## src/rtl/alu_pkg.sv

```systemverilog
// -----------------------------------------------------------------------------
// alu_pkg
// Shared definitions for the registered ALU family.
//   - Opcode encodings. Codes 0-7 keep the legacy combinational ALU encoding.
//     Codes 12-15 are reserved; they produce a zero result.
//   - Bit positions inside the 4-bit {Z,N,C,V} status vector.
//   - Small helpers that classify opcodes.
// -----------------------------------------------------------------------------
package alu_pkg;

    localparam int OP_W = 4;

    typedef logic [OP_W-1:0] opcode_t;

    // Legacy opcodes.
    localparam opcode_t OP_NOT   = 4'd0;
    localparam opcode_t OP_AND   = 4'd1;
    localparam opcode_t OP_XOR   = 4'd2;
    localparam opcode_t OP_OR    = 4'd3;
    localparam opcode_t OP_DEC   = 4'd4;
    localparam opcode_t OP_ADD   = 4'd5;
    localparam opcode_t OP_SUB   = 4'd6;
    localparam opcode_t OP_INC   = 4'd7;

    // Shift and pass opcodes.
    localparam opcode_t OP_SHL   = 4'd8;
    localparam opcode_t OP_SHR   = 4'd9;
    localparam opcode_t OP_SRA   = 4'd10;
    localparam opcode_t OP_PASSB = 4'd11;

    // Bit positions inside flags = {Z,N,C,V}.
    localparam int FLG_Z = 3;
    localparam int FLG_N = 2;
    localparam int FLG_C = 1;
    localparam int FLG_V = 0;

    // Opcodes that use the WIDTH+1 adder. They are the only ones that
    // produce C and V.
    function automatic logic is_arith(input opcode_t op);
        return (op == OP_DEC) || (op == OP_ADD) || (op == OP_SUB) || (op == OP_INC);
    endfunction

    // Opcodes that subtract. Bit WIDTH of the difference is then a borrow.
    function automatic logic is_subtract(input opcode_t op);
        return (op == OP_SUB) || (op == OP_DEC);
    endfunction

    // Opcodes whose second operand is the constant 1.
    function automatic logic is_unit_step(input opcode_t op);
        return (op == OP_INC) || (op == OP_DEC);
    endfunction

endpackage : alu_pkg

```

## src/rtl/alu_core.sv

```systemverilog
// -----------------------------------------------------------------------------
// alu_core
// Pure combinational ALU function with no state. It can be reused in any
// datapath.
//   sel    in  4      opcode (alu_pkg::OP_*)
//   a      in  WIDTH  operand a
//   b      in  WIDTH  operand b; shift amount = b[SHW-1:0]
//   result out WIDTH  result, truncated to WIDTH
//   flags  out 4      {Z,N,C,V} for result
// C carries the carry-out for add/inc and the borrow for sub/dec.
// V is signed overflow for opcodes 4-7. C and V are zero for every other op.
// -----------------------------------------------------------------------------
module alu_core
    import alu_pkg::*;
#(
    parameter int WIDTH = 32
) (
    input  logic [3:0]       sel,
    input  logic [WIDTH-1:0] a,
    input  logic [WIDTH-1:0] b,
    output logic [WIDTH-1:0] result,
    output logic [3:0]       flags
);

    localparam int SHW = $clog2(WIDTH);
    localparam int MSB = WIDTH - 1;
    localparam logic [WIDTH-1:0] ONE = WIDTH'(1);

    logic [SHW-1:0]   sh;
    logic [WIDTH-1:0] arith_b;
    logic [WIDTH:0]   sum;
    logic             ovf_add;
    logic             ovf_sub;
    logic             carry;
    logic             ovf;

    assign sh = b[SHW-1:0];

    // All four arithmetic ops share one adder/subtractor. inc and dec feed
    // the constant 1 as the second operand.
    assign arith_b = is_unit_step(sel) ? ONE : b;
    assign sum     = is_subtract(sel) ? ({1'b0, a} - {1'b0, arith_b})
                                      : ({1'b0, a} + {1'b0, arith_b});

    // Add overflows when both operands have the same sign and the sum's sign
    // differs from it. Subtract overflows when the operand signs differ and
    // the result's sign differs from a's sign.
    assign ovf_add = (a[MSB] == arith_b[MSB]) && (sum[MSB] != a[MSB]);
    assign ovf_sub = (a[MSB] != arith_b[MSB]) && (sum[MSB] != a[MSB]);

    // NOTE: every variable driven here gets a default before the case, so no
    // path through the block can infer a latch.
    always_comb begin
        result = '0;
        carry  = 1'b0;
        ovf    = 1'b0;
        case (sel)
            OP_NOT:   result = ~a;
            OP_AND:   result = a & b;
            OP_XOR:   result = a ^ b;
            OP_OR:    result = a | b;
            OP_DEC,
            OP_ADD,
            OP_SUB,
            OP_INC: begin
                result = sum[WIDTH-1:0];
                carry  = sum[WIDTH];
                ovf    = is_subtract(sel) ? ovf_sub : ovf_add;
            end
            OP_SHL:   result = a << sh;
            OP_SHR:   result = a >> sh;
            OP_SRA:   result = $signed(a) >>> sh;
            OP_PASSB: result = b;
            default:  result = '0;
        endcase
    end

    always_comb begin
        flags        = 4'b0000;
        flags[FLG_Z] = (result == '0);
        flags[FLG_N] = result[MSB];
        flags[FLG_C] = carry;
        flags[FLG_V] = ovf;
    end

endmodule : alu_core

```

## src/rtl/alu_pipe_acc.sv

```systemverilog
// -----------------------------------------------------------------------------
// alu_pipe_acc
// Registered ALU with a valid/ready handshake on each side. It also has an
// internal accumulator that can replace operand a.
//   clk       in   1      rising-edge clock
//   rst_n     in   1      asynchronous active-low reset
//   in_valid  in   1      operation presented
//   in_ready  out  1      block can accept (combinational)
//   sel       in   4      opcode
//   use_acc   in   1      operand a := accumulator
//   a, b      in   WIDTH  operands
//   acc_clr   in   1      synchronous accumulator clear, independent of handshake
//   out_valid out  1      result held in the output register
//   out_ready in   1      consumer accepts
//   out       out  WIDTH  result
//   flags     out  4      {Z,N,C,V} for out
//   acc       out  WIDTH  current accumulator value
// The single output register gives a latency of 1. The register reloads in
// the same cycle it drains, so full throughput has no bubble.
// -----------------------------------------------------------------------------
module alu_pipe_acc
    import alu_pkg::*;
#(
    parameter int               WIDTH    = 32,
    parameter logic [WIDTH-1:0] ACC_INIT = '0
) (
    input  logic             clk,
    input  logic             rst_n,
    input  logic             in_valid,
    output logic             in_ready,
    input  logic [3:0]       sel,
    input  logic             use_acc,
    input  logic [WIDTH-1:0] a,
    input  logic [WIDTH-1:0] b,
    input  logic             acc_clr,
    output logic             out_valid,
    input  logic             out_ready,
    output logic [WIDTH-1:0] out,
    output logic [3:0]       flags,
    output logic [WIDTH-1:0] acc
);

    logic             accept;
    logic [WIDTH-1:0] op_a;
    logic [WIDTH-1:0] alu_result;
    logic [3:0]       alu_flags;

    // The output register can take new data when it is empty or when it is
    // being drained in this same cycle.
    assign in_ready = !out_valid || out_ready;
    assign accept   = in_valid && in_ready;

    // A clear that coincides with an accumulator op supplies ACC_INIT as the
    // operand. The op then writes its own result into acc.
    assign op_a = !use_acc ? a : (acc_clr ? ACC_INIT : acc);

    alu_core #(
        .WIDTH (WIDTH)
    ) u_core (
        .sel    (sel),
        .a      (op_a),
        .b      (b),
        .result (alu_result),
        .flags  (alu_flags)
    );

    // NOTE: state registers use non-blocking assignments, so every register
    // samples pre-edge values and the order of statements does not matter.
    always_ff @(posedge clk or negedge rst_n) begin
        if (!rst_n) begin
            out_valid <= 1'b0;
            out       <= '0;
            flags     <= '0;
        end else if (accept) begin
            out_valid <= 1'b1;
            out       <= alu_result;
            flags     <= alu_flags;
        end else if (out_ready) begin
            // Drain with nothing new to load. Data is left as is, because it
            // is meaningless once out_valid drops.
            out_valid <= 1'b0;
        end
    end

    // The accumulator updates on the same edge as out. A chain of
    // back-to-back accumulator ops therefore sees each previous result with
    // no stall.
    always_ff @(posedge clk or negedge rst_n) begin
        if (!rst_n) begin
            acc <= ACC_INIT;
        end else if (accept && use_acc) begin
            acc <= alu_result;
        end else if (acc_clr) begin
            acc <= ACC_INIT;
        end
    end

endmodule : alu_pipe_acc

```

## config.mk

```make
export PLATFORM = sky130hd
export DESIGN_NAME = alu_pipe_acc
export DESIGN_NICKNAME = d
export VERILOG_FILES = /design/src/rtl/alu_pkg.sv /design/src/rtl/alu_core.sv /design/src/rtl/alu_pipe_acc.sv
export SDC_FILE = /design/constraint.sdc
export NUM_CORES = 1
export LEC_CHECK = 0
export CORE_MARGIN = 2
export CORE_UTILIZATION = 45
export CTS_CLUSTER_DIAMETER = 120
export DETAILED_ROUTE_END_ITERATION = 16
export PLACE_DENSITY = 0.66
export REMOVE_ABC_BUFFERS = 1
export SLEW_MARGIN = 20
export SYNTH_ARGS = -nofsm -noshare
export SYNTH_HDL_FRONTEND = slang
export SYNTH_SLANG_ARGS = --single-unit
```

## constraint.sdc

```tcl
create_clock -name clk -period 11.2 [get_ports clk]
set_clock_uncertainty 0.15 [all_clocks]
set_input_delay 1.12 -clock clk [delete_from_list [all_inputs] [get_ports clk]]
set_output_delay 1.12 -clock clk [all_outputs]
set_load 0.05 [all_outputs]
```

# After elaboration in Yosys (flattened, before gate mapping)
# Index checks and enable logic that the tools add are counted.
[word_totals] regBits=69 word_cells=50
[classes] addsub=2 n_eq_ne=14 n_shift=3 mux=11 n_bitwise=4 reduce_logical=12
[ops] cell="$pmux W32 S9" count=1
[ops] cell="$mux W32" count=4
[ops] cell="$add A32 B32 Y33" count=1
[ops] cell="$mux W33" count=1
[ops] cell="$sub A32 B32 Y33" count=1
[ops] cell="$and A32 B32 Y32" count=1
[ops] cell="$logic_not A32 Y1" count=1
[ops] cell="$not A32 Y32" count=1
[ops] cell="$or A32 B32 Y32" count=1
[ops] cell="$shl A32 B5 Y32" count=1
[ops] cell="$shr A32 B5 Y32" count=1
[ops] cell="$sshr A32 B5 Y32" count=1
[ops] cell="$xor A32 B32 Y32" count=1
[ops] cell="$eq A4 B3 Y1 const B" count=4
[ops] cell="$eq A4 B4 Y1 const B" count=4
[ops] cell="$eq A4 B2 Y1 const B" count=2
[ops] cell="$mux W1" count=5
[ops] cell="$eq A4 B1 Y1 const B" count=1
[ops] cell="$logic_and A1 B1 Y1" count=4
[ops] cell="$logic_not A4 Y1" count=1
[ops] cell="$reduce_or A4 Y1" count=1
[ops] cell="$logic_or A1 B1 Y1" count=3
[ops] cell="$ne A1 B1 Y1" count=2
[ops] cell="$reduce_bool A2 Y1" count=1
[ops] cell="other kinds (2)" count=2

# Longest topological paths before layout
[depth] ltp_word=9 depth_mapped=25 mapped_depth_nobuf=22

# Hierarchy
# From an unflattened synthesis, not the netlist that was laid out.
[hier_totals] cells_unflattened=1669 hier_area_um2=13302.8
[modules_own_cells] module="alu_core" instances=1 cells_per_inst=1450 area_each_um2=9980.8 seq_area_each_um2=0.0
[modules_own_cells] module="alu_pipe_acc" instances=1 cells_per_inst=219 area_each_um2=3321.9 seq_area_each_um2=1726.7

# Worst setup path after synthesis
# OpenSTA, ideal clock, no wires.
[synth_timing] kind="input -> register" from="in sel[2]" to="reg flags[3]" setup_ps=104 t_arrival_ps=5694 t_required_ps=10946 setup_slack_ps=5252 stages=20 path_cell_list="buf_1 nand2b_1 buf_2 buf_1 nor2_1 clkbuf_1 clkbuf_1 nor2_1 a21oi_1 ha_1 a21oi_1 o21ai_0 a2111oi_1 a211oi_1 nor3_1 o31ai_1 a2111oi_2 nand4_1 nand3b_1 o41ai_2"
[synth_between] elab_chain_len=7 word_cells_on_any_way=21 classes_between="add/sub: 2; eq/ne: 11; mux: 3; reduce/logical: 5"
[synth_rtl] element="from (decl)" line="alu_pipe_acc.sv:31" rtl="input logic [3:0] sel,"
[synth_rtl] element="$eq A4 B3 Y1, on equally long branches" line="alu_pkg.sv:50, alu_core.sv:57, alu_pkg.sv:45"
[synth_rtl] element="$logic_or A1 B1 Y1" line="alu_pkg.sv:50" rtl="return (op == OP_INC) || (op == OP_DEC);"
[synth_rtl] element="$mux W32" line="alu_core.sv:41" rtl="assign arith_b = is_unit_step(sel) ? ONE : b;"
[synth_rtl] element="$add A32 B32 Y33 or $sub A32 B32 Y33 (tied branches)" line="alu_core.sv:43, alu_core.sv:42"
[synth_rtl] element="$mux W33" line="alu_core.sv:42" rtl="assign sum = is_subtract(sel) ? ({1'b0, a} - {1'b0, arith_b})"
[synth_rtl] element="$pmux W32 S9 (*)" line="alu_core.sv:57" rtl="case (sel)"
[synth_rtl] element="$logic_not A32 Y1 (*)" line="alu_core.sv:80" rtl="flags[FLG_Z] = (result == '0);"
[synth_rtl] element="to (signal assigned)" line="alu_pipe_acc.sv:77" rtl="flags <= alu_flags;"
[synth_rtl] element="to (decl)" line="alu_pipe_acc.sv:39" rtl="output logic [3:0] flags,"
# Mark *: on every way between the ends. The rest lies on a longest branch, timed or not.
# A chain may end at the register's enable or synchronous reset.

# Final worst setup path
[layout_timing] from="in sel[1]" to="reg flags[3]"
# Same word-level chain as after synthesis.

==> impl_metrics.tcl <==
set metrics [dict create \
    rr_worst_depth 15 \
    critical_path.top_delay_family "simple AND/OR/NAND/NOR gates" \
    use_met2_pct 64.1 \
    postSynthCellCount 1822 \
    reg2reg_from "acc[19]" \
    hold_end "out[7]" \
    finalSetupViolCount 0 \
    yosys-top-cells-count "nand2_1, a21oi_1, o21ai_0, nor2_1, ha_1" \
    cts_buffers 9 \
    post_cts_buffers 0 \
    cp_max_fo 40 \
    use_met3_pct 11.3 \
    yosys.area.top_type "mux4_2" \
    start_util_pct 45.6 \
    nNetsFinal 2060 \
    synth_area_leaders "mux4_2, dfrtp_1, ha_1" \
    synth_area_um2 14000 \
    slowest_stage "a2111oi_2" \
    cp.arrival_ns 8.75 \
    rsz0062_at_grt "false" \
    n_fill_cell 2960 \
    grt_pass1_wl_um 105000 \
    critPathBufInv 2 \
    timing.slew.headroom_pct 17.3 \
    synth_edf_count 0 \
    slew_violations 0 \
    r2r-end "flags[3]" \
    irDropWorstVdd_uv 82.0 \
    startpoint_type "primary input" \
    tns_ns 0 \
    path_class "primary input to register" \
    root_buffer "clkbuf_16" \
    wirelength_um 72800 \
    ant_nets 0 \
    drt-initial-drc-count 2676 \
    path_clk_slew_ns 0.06 \
    power_density_nw_per_um2 99.2 \
    die_w_um 180 \
    io_buffers 143 \
    synth.distinct_cells 89 \
    leakagePower_uw 0.00640 \
    max_freq_mhz 116 \
    min_path_cells 2 \
    synth_most_common_cell "nand2_1" \
    place_hpwl_um 56800 \
    synth_top_area_share_pct 14.8 \
    drv_cap 0 \
    holdCritStartpoint "out[7]" \
    status "complete, no violations" \
    cp_slowest_stage_delay_ns 1.00 \
    grt_pass1_vias 15500 \
    use_met1_pct 58.1 \
    ys_async_sr_fraction_pct 100 \
    finish.utilization_pct 52.1 \
    synth-seq-cells 68 \
    min_path_type "register to register" \
    cp_common_cell "nor2_1" \
    die-area_um2 32500 \
    tightest_slew_ns 1.21 \
    grt_max_degree 63 \
    r2r_setup_slack_ns 4.98 \
    cts_sinks 68 \
    cts-hold-fix-buffers 0 \
    gr-max-usage-layer "met2" \
    post-route-min-period_ns 8.65 \
    clk_latency_ns 0.35 \
    antenna_cells 0 \
    viasPerCell 7.31 \
    hold_viol 0 \
    drc 0 \
    yosysSeqAreaShare_pct 12.2 \
    dr.pass1.iters 7 \
    area_delta_synth_final_pct 14.2 \
    syn_area_per_cell_um2 7.66 \
    crit_required_ns 11.30 \
    place.gp.congestion 1.10 \
    num_vias 16700 \
    ys_warn_count 0 \
    synth_flop_cell "dfrtp_1" \
    antenna_found_initial 2 \
    die-height_um 180 \
    overflow 0 \
    fin_crit_sh_pct 77.2 \
    clockBufferDepth 2 \
    grtUsageTotal_pct 43.3 \
    cts_tree "yes" \
    drive_gt1_share_pct 11.6 \
    worstPathCellList "clkdlybuf4s50_1, buf_4, nor2b_1, or3_1, nand3b_1, nand2b_1, nor2_1, a21boi_1, nor2_1, xor2_1, ha_1, nand3_1, nor2_1, nand2_1, a211oi_1, nor3_1, nand3_1, o31ai_1, a2111oi_2, nand4_1, nand3b_1, o41ai_2" \
    htreeDepth 3 \
    coreArea_um2 30600 \
    end_kind "register" \
    fp-row-count 64 \
    wl_per_cell_um 31.8 \
    cts_resized 0 \
    design.portCount 144 \
]
metrics by stage:
stage	hold WS [ns]	cells	power, µW	setup WS [ns]	cell area [µm²]
2_1_floorplan	0.599	1681	853	4.98	13300
3_3_place_gp	0.308	2272	1230	2.52	15600
3_5_place_dp	0.317	2272	1240	2.50	15600
4_1_cts	0.332	2287	1550	2.85	15900
5_1_grt	0.351	2288	1630	2.31	15900
6_report	0.328	2288	1580	2.55	15900
area by class of cell:
type,instances,area [µm²],area share (%)
Multi-Input combinational cell,1529,11300,71.0
Sequential cell,68,1700,10.7
Clock buffer,10,229,1.44
Tap cell,396,495,3.11
Timing Repair Buffer,196,1800,11.3
Inverter,84,320,2.01
Clock inverter,5,77.6,0.487
where the power goes:
group | internal [µW] | switching, µW | leakage, µW
Combinational | 323 | 651 | 0.00535
Clock | 193 | 118 | 0.000148
Sequential | 279 | 18.8 | 0.000899
worst reg2reg max path, stage by stage, from the launching register on:
cell and delay [ns]:
dfrtp_1 0.38, nor2b_1 0.19, mux2i_1 0.85, inv_2 0.31
ha_1 0.54, nand2_1 0.20, nor3_1 0.28, o21ai_0 0.16
a211oi_1 0.63, nor3_1 0.25, nand3_1 0.14, o31ai_1 0.10
a2111oi_2 1.00, nand4_1 0.38, nand3b_1 0.30, o41ai_2 0.27
worst max-delay path by stage:
stage / slack, ns / to / cells past startpoint / from
after floorplan: 4.98 / flags[3] / 15 / sel[3]
after global placement: 2.52 / flags[3] / 22 / sel[1]
after detailed placement: 2.50 / flags[3] / 22 / sel[1]
after CTS: 2.85 / flags[3] / 22 / sel[1]
after global routing: 2.31 / flags[3] / 22 / sel[1]
final: 2.55 / flags[3] / 22 / sel[1]
sequential cells by signal, summed over array words and instances, names as in the netlist:
| signal | flops |
|---|---|
| acc | 32 |
| out | 31 |
| flags | 4 |
| out_valid | 1 |
per-layer routing:
metal  routed length (µm)  vias to the layer above
li1                     -                     7082
met2                30700                     1339
met1                28700                     8031
met5                   15                        -
met4                 4690                        2
met3                 8700                      263
layout by cell type, fill, tap and decap left out, types with 31 or more instances in the layout:
cell type,n
nand2_1,259
clkdlybuf4s50_1,136
a21oi_1,133
o21ai_0,130
nor2_1,110
ha_1,97
mux4_2,92
inv_1,72
dfrtp_1,68
nand3_1,56
buf_4,54
nor2b_1,49
o211ai_1,38
mux2i_1,36
nor3_1,31
a31oi_1,31
a211oi_1,31
kinds of logic after synthesis:
logic type | share of synthesized area, %
and+or+nand+nor | 22.4
AOI/OAI and AO/OA | 29.5
buffers and inverters | 7.00
muxes | 18.3
adders and majority gates | 8.84
DFF | 12.2
xor gates and xnor gates | 1.82
Note: power is estimated with default switching activity, not from simulation.
==> RTL edit: new RTL, same flow settings <==
Register the output `flags` once more; this adds one clock of latency there. The other outputs are not delayed to match.
--- a/src/rtl/alu_pipe_acc.sv
+++ b/src/rtl/alu_pipe_acc.sv
@@ -41,4 +41,6 @@
 );
 
+    logic [3:0] flags_s0;
+
     logic             accept;
     logic [WIDTH-1:0] op_a;
@@ -71,9 +73,9 @@
             out_valid <= 1'b0;
             out       <= '0;
-            flags     <= '0;
+            flags_s0  <= '0;
         end else if (accept) begin
             out_valid <= 1'b1;
             out       <= alu_result;
-            flags     <= alu_flags;
+            flags_s0  <= alu_flags;
         end else if (out_ready) begin
             // Drain with nothing new to load. Data is left as is, because it
@@ -96,4 +98,8 @@
     end
 
+    always_ff @(posedge clk) begin
+        flags <= flags_s0;
+    end
+
 endmodule : alu_pipe_acc
 
Check against the original RTL: not equivalent (a bounded check fails within 4 cycles, from zero or initial values and one cycle with rst_n low).
==> RTL edit against the original RTL <==
Fmax is 5.1% lower; power increased by 1.0%; area after synthesis up 0.56%; synthesized cell count rose by 0.22%; wire length is essentially flat; sequential cell count rose by 4; sequential power up 5%; core utilization up 0.17 points; final area increased by 0.60%; register-to-register slack hardly changed; setup slack lost 0.46 ns; critical path type unchanged.
==> RTL edit: results <==
{
  "synth_compound_area_frac": 0.293,
  "grt_usage": 0.433,
  "tns_ns": 0,
  "port_buffers": 143,
  "grt_antenna_before_repair": 0,
  "clockBufferDepth": 2,
  "cp.arrival_ns": 9.21,
  "ys_seq_area_frac": 0.127,
  "synth_area_leaders": "mux4_2, dfrtp_1, ha_1",
  "grt_max_degree": 73,
  "dpl.hpwl_um": 57100,
  "async_flop_share": 0.944,
  "fillers": 3011,
  "clk_latency_ns": 0.35,
  "grt_pass1_vias": 15554,
  "wl_per_cell_um": 31.7,
  "status": "finished clean",
  "yosys-mux-area-fraction": 0.182,
  "p_leak_nw": 6.44,
  "synthAdderAreaFrac": 0.0879,
  "setup_viol": 0,
  "drive_above_1_share": 0.115,
  "yosys-top-cells-count": "nand2_1, a21oi_1, o21ai_0, nor2_1, ha_1",
  "nets": 2065,
  "p_sw_frac": 0.491,
  "cts-htree-levels": 3,
  "numCtsBuffers": 9,
  "slew_headroom": 0.246,
  "critPathMaxFanout": 19,
  "postCtsSetupBuffers": 0,
  "first_pass_iters": 7,
  "cts-root-buf": "clkbuf_16",
  "reg.largest.list": "acc (32), out (31)",
  "synthXorXnorAreaFrac": 0.0181,
  "place_congestion": 1.05,
  "vias": 16840,
  "synth_warnings": 0,
  "grt_pass1_wl_um": 106000,
  "synth_cell_types": 90,
  "max-vdd-ir-drop_uv": 77.0,
  "min-delay-path-class": "reg -> reg",
  "first_iter_violations": 2693
}
[RTL edit: worst max-delay path: stages]
cell	delay [ns]
clkdlybuf4s50_1	0.98
nor2b_1	0.63
or3_1	0.39
buf_4	0.33
nand3b_1	0.18
nand2b_1	0.26
nor2_1	0.39
a21boi_1	0.59
nor2_1	0.24
xor2_1	0.22
ha_1	0.40
nand3_1	0.16
nor2_1	0.18
nand2_1	0.16
a211oi_1	0.50
nor3_1	0.24
nand3_1	0.13
o31ai_1	0.09
a2111oi_2	1.03
nand4_1	0.38
nand3b_1	0.31
o41ai_2	0.27
[RTL edit: per-stage QoR]
stage	instance area [µm²]	worst slack (ns)	std cells
after detailed placement	15700	2.37	2278
after global placement	15700	2.53	2278
final	16000	2.09	2294
after floorplan	13400	4.98	1685
after CTS	16000	2.68	2294
after global routing	16000	2.03	2294
[RTL edit: power groups by stage]
stage,Combinational [mW],Sequential [mW],Clock [mW]
floorplan,0.433,0.437,0
global placement,0.931,0.318,0
detailed placement,0.937,0.318,0
CTS,0.941,0.314,0.315
global route,1.01,0.319,0.326
finish,0.973,0.314,0.312
[RTL edit: final timing paths]
check	startpoint	end	slack [ns]	cells past startpoint
setup / recovery	sel[0]	flags_s0[3]	2.09	22
hold / removal	flags_s0[1]	flags[1]	0.22	0
setup reg to reg	acc[12]	flags_s0[3]	4.97	13
hold reg to reg	flags_s0[1]	flags[1]	0.22	0
max in group asynchronous	rst_n	out[3]	9.44	2
min in group asynchronous	rst_n	flags_s0[1]	0.44	1
[RTL edit: cell families (layout without fill, tap and decap cells)]
kind of cell    after synthesis  in the layout
compound gates              611            611
flops                        72             72
xor+xnor                     29             29
buf+inv                     225            297
simple gates                653            653
fa+ha+maj                    98             98
mux                         138            138
[RTL edit: cell type report]
class | instances | area share
inverters | 84 | 0.0200
clock inverters | 5 | 0.00507
repair buffers | 197 | 0.113
multi-input cells | 1529 | 0.706
well taps | 396 | 0.0309
clock buffers | 11 | 0.0145
flip-flops and latches | 72 | 0.111
[RTL edit: routing by layer]
metal / vias up / GRT usage / wire length (µm) / share of wire
li1: 7096 / - / - / -
met1: 8093 / 0.570 / 27900 / 0.38
met2: 1345 / 0.650 / 31000 / 0.43
met3: 306 / 0.104 / 8770 / 0.12
met4: 0 / 0.245 / 5200 / 0.071
met5: - / 0 / 0 / 0
